===== src/rtl/cbfp_pkg.sv =====
// Shared CBFP constants and types for the stage-1 normalizer and its inverse.
// Both sides must agree on widths and on the index clamp.
package cbfp_pkg;

    localparam int BW_IN           = 12;
    localparam int BW_OUT          = 25;
    localparam int TARGET_INT_BITS = 13;
    localparam int MAX_INDEX       = 24;
    localparam int BATCH_SIZE      = 16;
    localparam int FRAME_BATCHES   = 32;

    typedef logic        [4:0]        index_t;
    typedef logic        [4:0]        pos_t;
    typedef logic signed [BW_IN-1:0]  mant_t;
    typedef logic signed [BW_OUT-1:0] samp_t;

    function automatic index_t clamp_index(input index_t idx);
        return (idx > index_t'(MAX_INDEX)) ? index_t'(MAX_INDEX) : idx;
    endfunction

endpackage


===== src/rtl/cbfp_denorm_stage_if.sv =====
// Batch bus into and out of the CBFP denormalizer; no backpressure in either direction.
// The master drives mantissa batches and observes restored samples plus frame flags.
interface cbfp_denorm_stage_if;
    import cbfp_pkg::*;

    mant_t  [BATCH_SIZE-1:0] real_in;
    mant_t  [BATCH_SIZE-1:0] imag_in;
    index_t [BATCH_SIZE-1:0] index_in;
    logic                    in_valid;

    samp_t  [BATCH_SIZE-1:0] real_out;
    samp_t  [BATCH_SIZE-1:0] imag_out;
    logic                    valid_out;
    logic                    frame_first;
    logic                    frame_last;
    logic                    index_err;

    modport master (
        output real_in, imag_in, index_in, in_valid,
        input  real_out, imag_out, valid_out, frame_first, frame_last, index_err
    );

    modport slave (
        input  real_in, imag_in, index_in, in_valid,
        output real_out, imag_out, valid_out, frame_first, frame_last, index_err
    );

endinterface


===== src/rtl/cbfp_denorm_lane.sv =====
// One lane of the denormalizer: clamps the block index, then shifts both components back to fixed point.
// Purely combinational; left shifts are exact, right shifts floor toward minus infinity.
module cbfp_denorm_lane
    import cbfp_pkg::*;
(
    input  mant_t  re_in,
    input  mant_t  im_in,
    input  index_t idx_in,
    output samp_t  re_out,
    output samp_t  im_out
);

    index_t idx_eff;
    index_t amt;
    logic   shift_left;

    always_comb begin
        idx_eff    = clamp_index(idx_in);
        shift_left = (idx_eff <= index_t'(TARGET_INT_BITS));
        amt        = shift_left ? (index_t'(TARGET_INT_BITS) - idx_eff)
                                : (idx_eff - index_t'(TARGET_INT_BITS));
        // Sign-extend before shifting so the left shift cannot overflow the mantissa width.
        re_out     = shift_left ? (samp_t'(re_in) <<< amt) : (samp_t'(re_in) >>> amt);
        im_out     = shift_left ? (samp_t'(im_in) <<< amt) : (samp_t'(im_in) >>> amt);
    end

endmodule


===== src/rtl/cbfp_denorm_stage.sv =====
// CBFP denormalizer: 16-lane batches of mantissas + block index -> restored samples, 2-cycle pipeline.
// Tags each batch with its position in a 32-batch frame and flags out-of-range indices per batch.
module cbfp_denorm_stage
    import cbfp_pkg::*;
(
    input  logic               clk,
    input  logic               rst,
    cbfp_denorm_stage_if.slave io
);

    logic                    s1_vld_q, s1_vld_d;
    mant_t  [BATCH_SIZE-1:0] s1_re_q, s1_re_d;
    mant_t  [BATCH_SIZE-1:0] s1_im_q, s1_im_d;
    index_t [BATCH_SIZE-1:0] s1_idx_q, s1_idx_d;
    logic                    s1_err_q, s1_err_d;
    pos_t                    s1_pos_q, s1_pos_d;
    pos_t                    cnt_q, cnt_d;

    logic                    out_vld_q, out_vld_d;
    samp_t  [BATCH_SIZE-1:0] out_re_q, out_re_d;
    samp_t  [BATCH_SIZE-1:0] out_im_q, out_im_d;
    logic                    out_first_q, out_first_d;
    logic                    out_last_q, out_last_d;
    logic                    out_err_q, out_err_d;

    samp_t  [BATCH_SIZE-1:0] lane_re;
    samp_t  [BATCH_SIZE-1:0] lane_im;

    for (genvar g = 0; g < BATCH_SIZE; g++) begin : g_lane
        cbfp_denorm_lane u_lane (
            .re_in  (s1_re_q[g]),
            .im_in  (s1_im_q[g]),
            .idx_in (s1_idx_q[g]),
            .re_out (lane_re[g]),
            .im_out (lane_im[g])
        );
    end

    always_comb begin
        s1_vld_d = io.in_valid;
        s1_re_d  = io.real_in;
        s1_im_d  = io.imag_in;
        s1_idx_d = io.index_in;
        s1_pos_d = cnt_q;
        s1_err_d = 1'b0;
        for (int i = 0; i < BATCH_SIZE; i++) begin
            if (io.index_in[i] > index_t'(MAX_INDEX)) begin
                s1_err_d = 1'b1;
            end
        end
        // Gaps hold the position so a frame can straddle idle cycles.
        cnt_d = cnt_q;
        if (io.in_valid) begin
            cnt_d = (cnt_q == pos_t'(FRAME_BATCHES - 1)) ? '0 : cnt_q + 5'd1;
        end
    end

    always_comb begin
        out_vld_d   = s1_vld_q;
        out_re_d    = s1_vld_q ? lane_re : '0;
        out_im_d    = s1_vld_q ? lane_im : '0;
        out_first_d = s1_vld_q && (s1_pos_q == '0);
        out_last_d  = s1_vld_q && (s1_pos_q == pos_t'(FRAME_BATCHES - 1));
        out_err_d   = s1_vld_q && s1_err_q;
    end

    always_ff @(posedge clk or posedge rst) begin
        if (rst) begin
            s1_vld_q    <= 1'b0;
            s1_re_q     <= '0;
            s1_im_q     <= '0;
            s1_idx_q    <= '0;
            s1_err_q    <= 1'b0;
            s1_pos_q    <= '0;
            cnt_q       <= '0;
            out_vld_q   <= 1'b0;
            out_re_q    <= '0;
            out_im_q    <= '0;
            out_first_q <= 1'b0;
            out_last_q  <= 1'b0;
            out_err_q   <= 1'b0;
        end else begin
            s1_vld_q    <= s1_vld_d;
            s1_re_q     <= s1_re_d;
            s1_im_q     <= s1_im_d;
            s1_idx_q    <= s1_idx_d;
            s1_err_q    <= s1_err_d;
            s1_pos_q    <= s1_pos_d;
            cnt_q       <= cnt_d;
            out_vld_q   <= out_vld_d;
            out_re_q    <= out_re_d;
            out_im_q    <= out_im_d;
            out_first_q <= out_first_d;
            out_last_q  <= out_last_d;
            out_err_q   <= out_err_d;
        end
    end

    assign io.real_out    = out_re_q;
    assign io.imag_out    = out_im_q;
    assign io.valid_out   = out_vld_q;
    assign io.frame_first = out_first_q;
    assign io.frame_last  = out_last_q;
    assign io.index_err   = out_err_q;

endmodule

===== src/flat_wrapper.sv =====
// flat-port wrapper written by rule: the top's interface ports become plain ports
module cbfp_denorm_stage_flat import cbfp_pkg::*;
  (clk, rst, io_real_in, io_imag_in, io_index_in, io_in_valid, io_real_out, io_imag_out, io_valid_out, io_frame_first, io_frame_last, io_index_err);
  cbfp_denorm_stage_if io_i ();
  input  logic clk;
  input  logic rst;
  input wire logic [$bits(io_i.real_in)-1:0] io_real_in;
  input wire logic [$bits(io_i.imag_in)-1:0] io_imag_in;
  input wire logic [$bits(io_i.index_in)-1:0] io_index_in;
  input wire logic [$bits(io_i.in_valid)-1:0] io_in_valid;
  output wire logic [$bits(io_i.real_out)-1:0] io_real_out;
  output wire logic [$bits(io_i.imag_out)-1:0] io_imag_out;
  output wire logic [$bits(io_i.valid_out)-1:0] io_valid_out;
  output wire logic [$bits(io_i.frame_first)-1:0] io_frame_first;
  output wire logic [$bits(io_i.frame_last)-1:0] io_frame_last;
  output wire logic [$bits(io_i.index_err)-1:0] io_index_err;
  assign io_i.real_in = io_real_in;
  assign io_i.imag_in = io_imag_in;
  assign io_i.index_in = io_index_in;
  assign io_i.in_valid = io_in_valid;
  assign io_real_out = io_i.real_out;
  assign io_imag_out = io_i.imag_out;
  assign io_valid_out = io_i.valid_out;
  assign io_frame_first = io_i.frame_first;
  assign io_frame_last = io_i.frame_last;
  assign io_index_err = io_i.index_err;
  cbfp_denorm_stage u_core (.clk(clk), .rst(rst), .io(io_i));
endmodule

===== config.mk =====
export PLATFORM = sky130hd
export DESIGN_NAME = cbfp_denorm_stage_flat
export DESIGN_NICKNAME = d
export VERILOG_FILES = /design/src/rtl/cbfp_pkg.sv /design/src/rtl/cbfp_denorm_stage_if.sv /design/src/rtl/cbfp_denorm_lane.sv /design/src/rtl/cbfp_denorm_stage.sv /design/src/flat_wrapper.sv
export SDC_FILE = /design/constraint.sdc
export NUM_CORES = 2
export LEC_CHECK = 0
export CORE_AREA = 5 5 493 495
export CTS_BUF_LIST = sky130_fd_sc_hd__clkbuf_8 sky130_fd_sc_hd__clkbuf_16
export DETAILED_ROUTE_END_ITERATION = 10
export DIE_AREA = 0 0 498 500
export DONT_BUFFER_PORTS = 1
export SETUP_SLACK_MARGIN = 0.4
export SLEW_MARGIN = 0
export SYNTH_ARGS = -nofsm -noshare
export SYNTH_HDL_FRONTEND = slang
export SYNTH_HIERARCHICAL = 1
export SYNTH_SLANG_ARGS = --single-unit

===== constraint.sdc =====
create_clock -name clk -period 100.9 [get_ports clk]
set_clock_uncertainty 0.2 [all_clocks]
set_input_delay 20.18 -clock clk [delete_from_list [all_inputs] [get_ports clk]]
set_output_delay 20.18 -clock clk [all_outputs]
set_load 0.01 [all_outputs]

==> flow_metrics.env <==
export IMPL_die_h_um=500
export IMPL_crit_chain="inv_8 > buf_4 > buf_4 > buf_4 > buf_4 > buf_4 > buf_4"
export IMPL_multi_input_area_sq_um=56000
export IMPL_drive_gt1_share_pct=15.0
export IMPL_crit_family="buffers and inverters"
export IMPL_finalInstanceArea_sq_um=98400
export IMPL_synth_area_mux_share_pct=18.5
export IMPL_firstDrtPassIters=10
export IMPL_hold_buffers=0
export IMPL_synth_compound_area_share_pct=22.3
export IMPL_clk_pin_slew_worst_paths_ns=0.06
export IMPL_wire_per_inst_um=35.5
export IMPL_synth_cells=9505
export IMPL_core_sq_um=237000
export IMPL_p_leak_nw=40.4
export IMPL_ys_warnings_count=6
export IMPL_synth_area_top_cells="dfrtp_1 (34%), mux4_2 (9.3%), mux2i_1 (7.0%)"
export IMPL_power_density_nw_per_um2=17.5
export IMPL_relSlewSlack_pct=16.7
export IMPL_cp_required_ns=101.52
export IMPL_cts_resized=0
export IMPL_r2r_slack_ns=94.39
export IMPL_finalCritPeriodShare_pct=24.7
export IMPL_rows=179
export IMPL_slowest_delay_ns=0.82
export IMPL_grt_pass1_vias=79456
export IMPL_nNetsFinal=9495
export IMPL_cts_tree="built"
export IMPL_numCtsBuffers=136
export IMPL_dieArea_sq_um=249000
export IMPL_worst_setup_path_start_kind="input pin"
export IMPL_cts_sinks=1280
export IMPL_htreeDepth=4
export IMPL_route_vias_total=84326
export IMPL_routed_wl_mm=437
export IMPL_synthAdderAreaFrac_pct=1.10
export IMPL_synth_seq_cells=1280
export IMPL_cp_slowest_cell="buf_4"
export IMPL_cp_data_arrival_time_ns=25.51
export IMPL_fp_dieW_um=498
export IMPL_post_cts_setup_buffers=0
export IMPL_synth_top_family_by_area="compound AO/OA/AOI/OAI gates"
export IMPL_max_slew_worst_pin_slew_ns=1.25
export IMPL_grt_first_pass_wirelength_mm=620
export IMPL_synthesis_area_sq_um=93300
export IMPL_hpwl_mm=331
export IMPL_synthSimpleGateAreaFrac_pct=17.9
export IMPL_avgViaCountPerCell=6.84
export IMPL_r2r_start="u_core/s1_idx_q[64]"
export IMPL_worst_path_stages=7
export IMPL_fin_tns_setup_ns=0
export IMPL_clkLatencyLatePin_ns=0.83
export IMPL_drtAntennaViolNets=0
export IMPL_ff2ff_path_depth=13
export IMPL_gp_congestion=1.02
export IMPL_synth_flop_cell="dfrtp_1"
export IMPL_ys_types=98
export IMPL_initial_utilization_pct=39.3
export IMPL_finalHoldViolations=0
export IMPL_nFillCells=23120
export IMPL_drc=0
export IMPL_layout_commonest_cell="dfrtp_1"
export IMPL_regArea_sq_um=32000
export IMPL_synth_edff_count=0
export IMPL_seq_area_frac_synth_pct=34.3
export IMPL_placed_area_sq_um=93500
export IMPL_grt_max_degree=162
export IMPL_final_cell_mix="dfrtp_1 (1279), nand2_1 (862), and2_1 (861), mux2i_1 (646), nor2_1 (613)"
export IMPL_crit_path_start="rst"
export IMPL_worstSetupEndpoint="u_core/io.real_out[75]"
export IMPL_grt_total_usage_pct=33.5
export IMPL_maxCapViolCount=0
export IMPL_period_needed_ns=24.89
export IMPL_ios=1271
export IMPL_grt_overflow=0
export IMPL_cts_root_buffer="clkbuf_16"
export IMPL_reg2reg_to="u_core/io.real_out[309]"
export IMPL_crit_fanout=106
export IMPL_crit_type="input pin to async pin"
export IMPL_critPathMostFrequentCell="buf_4"
export IMPL_crit_buf_inv=7
export IMPL_setup_viol=0
export IMPL_drv_slew=0
export IMPL_max_freq_mhz=40.2
export IMPL_area_delta_synth_final_pct=5.40
export IMPL_syn_avg_cell_area_sq_um=9.82
export IMPL_rsz0062_at_grt="no"
export IMPL_portBuffers=0
export IMPL_synth_nets=10054
export IMPL_yosys_area_top_type="dfrtp_1"
export IMPL_antenna_found_initial=161
export IMPL_crit_path_end_kind="async pin"
export IMPL_hp_class="register to register"
export IMPL_synth_top_area_share_pct=34.3
export IMPL_clock_tree_buffer_depth=3
export IMPL_ir_drop_mv=0.0177
export IMPL_outcome="finished, final reports clean"
export IMPL_drt_iter0_markers=12536
export IMPL_ys_async_sr_fraction_pct=100
export IMPL_synth_xor_area_share_pct=0.150
-- cell type report --
| class | count | share of cell area [%] |
|---|---|---|
| Inverter | 114 | 0.473 |
| Antenna cell | 100 | 0.254 |
| Clock inverter | 89 | 0.954 |
| Clock buffer | 157 | 3.79 |
| Timing Repair Buffer | 128 | 0.990 |
| Multi-Input combinational cell | 7286 | 56.9 |
| Sequential cell | 1280 | 32.6 |
| Tap cell | 3167 | 4.03 |
-- synth_stat cells (all sizes together) (221+ instances only) --
cell type and instances:
clkbuf 342, nand2 878, and2 861, o21ai 514, nand3 233, nor2 689
nor3 221, dfrtp 1280, mux2i 674, a21oi 488, buf 483, mux4 388
-- per-stage QoR --
stage | worst slack, ns | std cells | total power, W | hold WS (ns) | utilization [%]
finish | 76.01 | 12321 | 0.00172 | 0.212 | 41.4
global route | 74.92 | 12290 | 0.00178 | 0.231 | 41.4
CTS | 75.88 | 12221 | 0.00171 | 0.218 | 41.3
detailed placement | 75.02 | 11975 | 0.00119 | 0.202 | 39.4
global placement | 75.23 | 11975 | 0.00119 | 0.192 | 39.4
floorplan | 44.45 | 9505 | 0.00101 | 0.167 | -
-- sequential cells by signal, summed over array words and instances (netlist names) --
name                   count
u_core/out_vld_d           1
u_core/s1_re_q           192
u_core/io.index_err        1
u_core/io.valid_out        1
u_core/s1_idx_q           80
u_core/s1_im_q           192
u_core/s1_err_q            1
u_core/io.frame_last       1
u_core/io.real_out       400
u_core/cnt_q               5
u_core/io.imag_out       400
u_core/s1_pos_q            5
u_core/io.frame_first      1
-- how the worst min path moves through the flow --
stage	to	from	depth (start not counted)	slack, ns
final	u_core/s1_pos_q[4]	u_core/cnt_q[4]	0	0.21
after floorplan	u_core/io.valid_out	u_core/out_vld_d	0	0.17
after detailed placement	u_core/s1_pos_q[4]	u_core/cnt_q[4]	0	0.20
after CTS	u_core/s1_pos_q[4]	u_core/cnt_q[4]	0	0.22
after global routing	u_core/s1_pos_q[4]	u_core/cnt_q[4]	0	0.23
after global placement	u_core/s1_pos_q[4]	u_core/cnt_q[4]	0	0.19
-- logic make-up after synthesis --
| family | after synthesis |
|---|---|
| DFF | 1280 |
| and+or+nand+nor | 3205 |
| muxes | 1192 |
| adders and majority gates | 82 |
| xor gates and xnor gates | 16 |
| AOI/OAI and AO/OA | 2791 |
| buffers and inverters | 939 |
-- report_power, final --
part / total, W / internal, W / switching, W / leakage [nW]
Clock: 0.000523 / 0.000299 / 0.000224 / 2.38
Sequential: 0.000638 / 0.000557 / 0.0000807 / 16.1
Combinational: 0.000562 / 0.000195 / 0.000367 / 21.9
-- layer usage --
layer,track usage (%),share of wire (%)
met5,0,0.078
met2,51.3,44
met4,16.7,6.2
met1,44.3,38
met3,8.44,11
(Power assumes the default switching activity.)
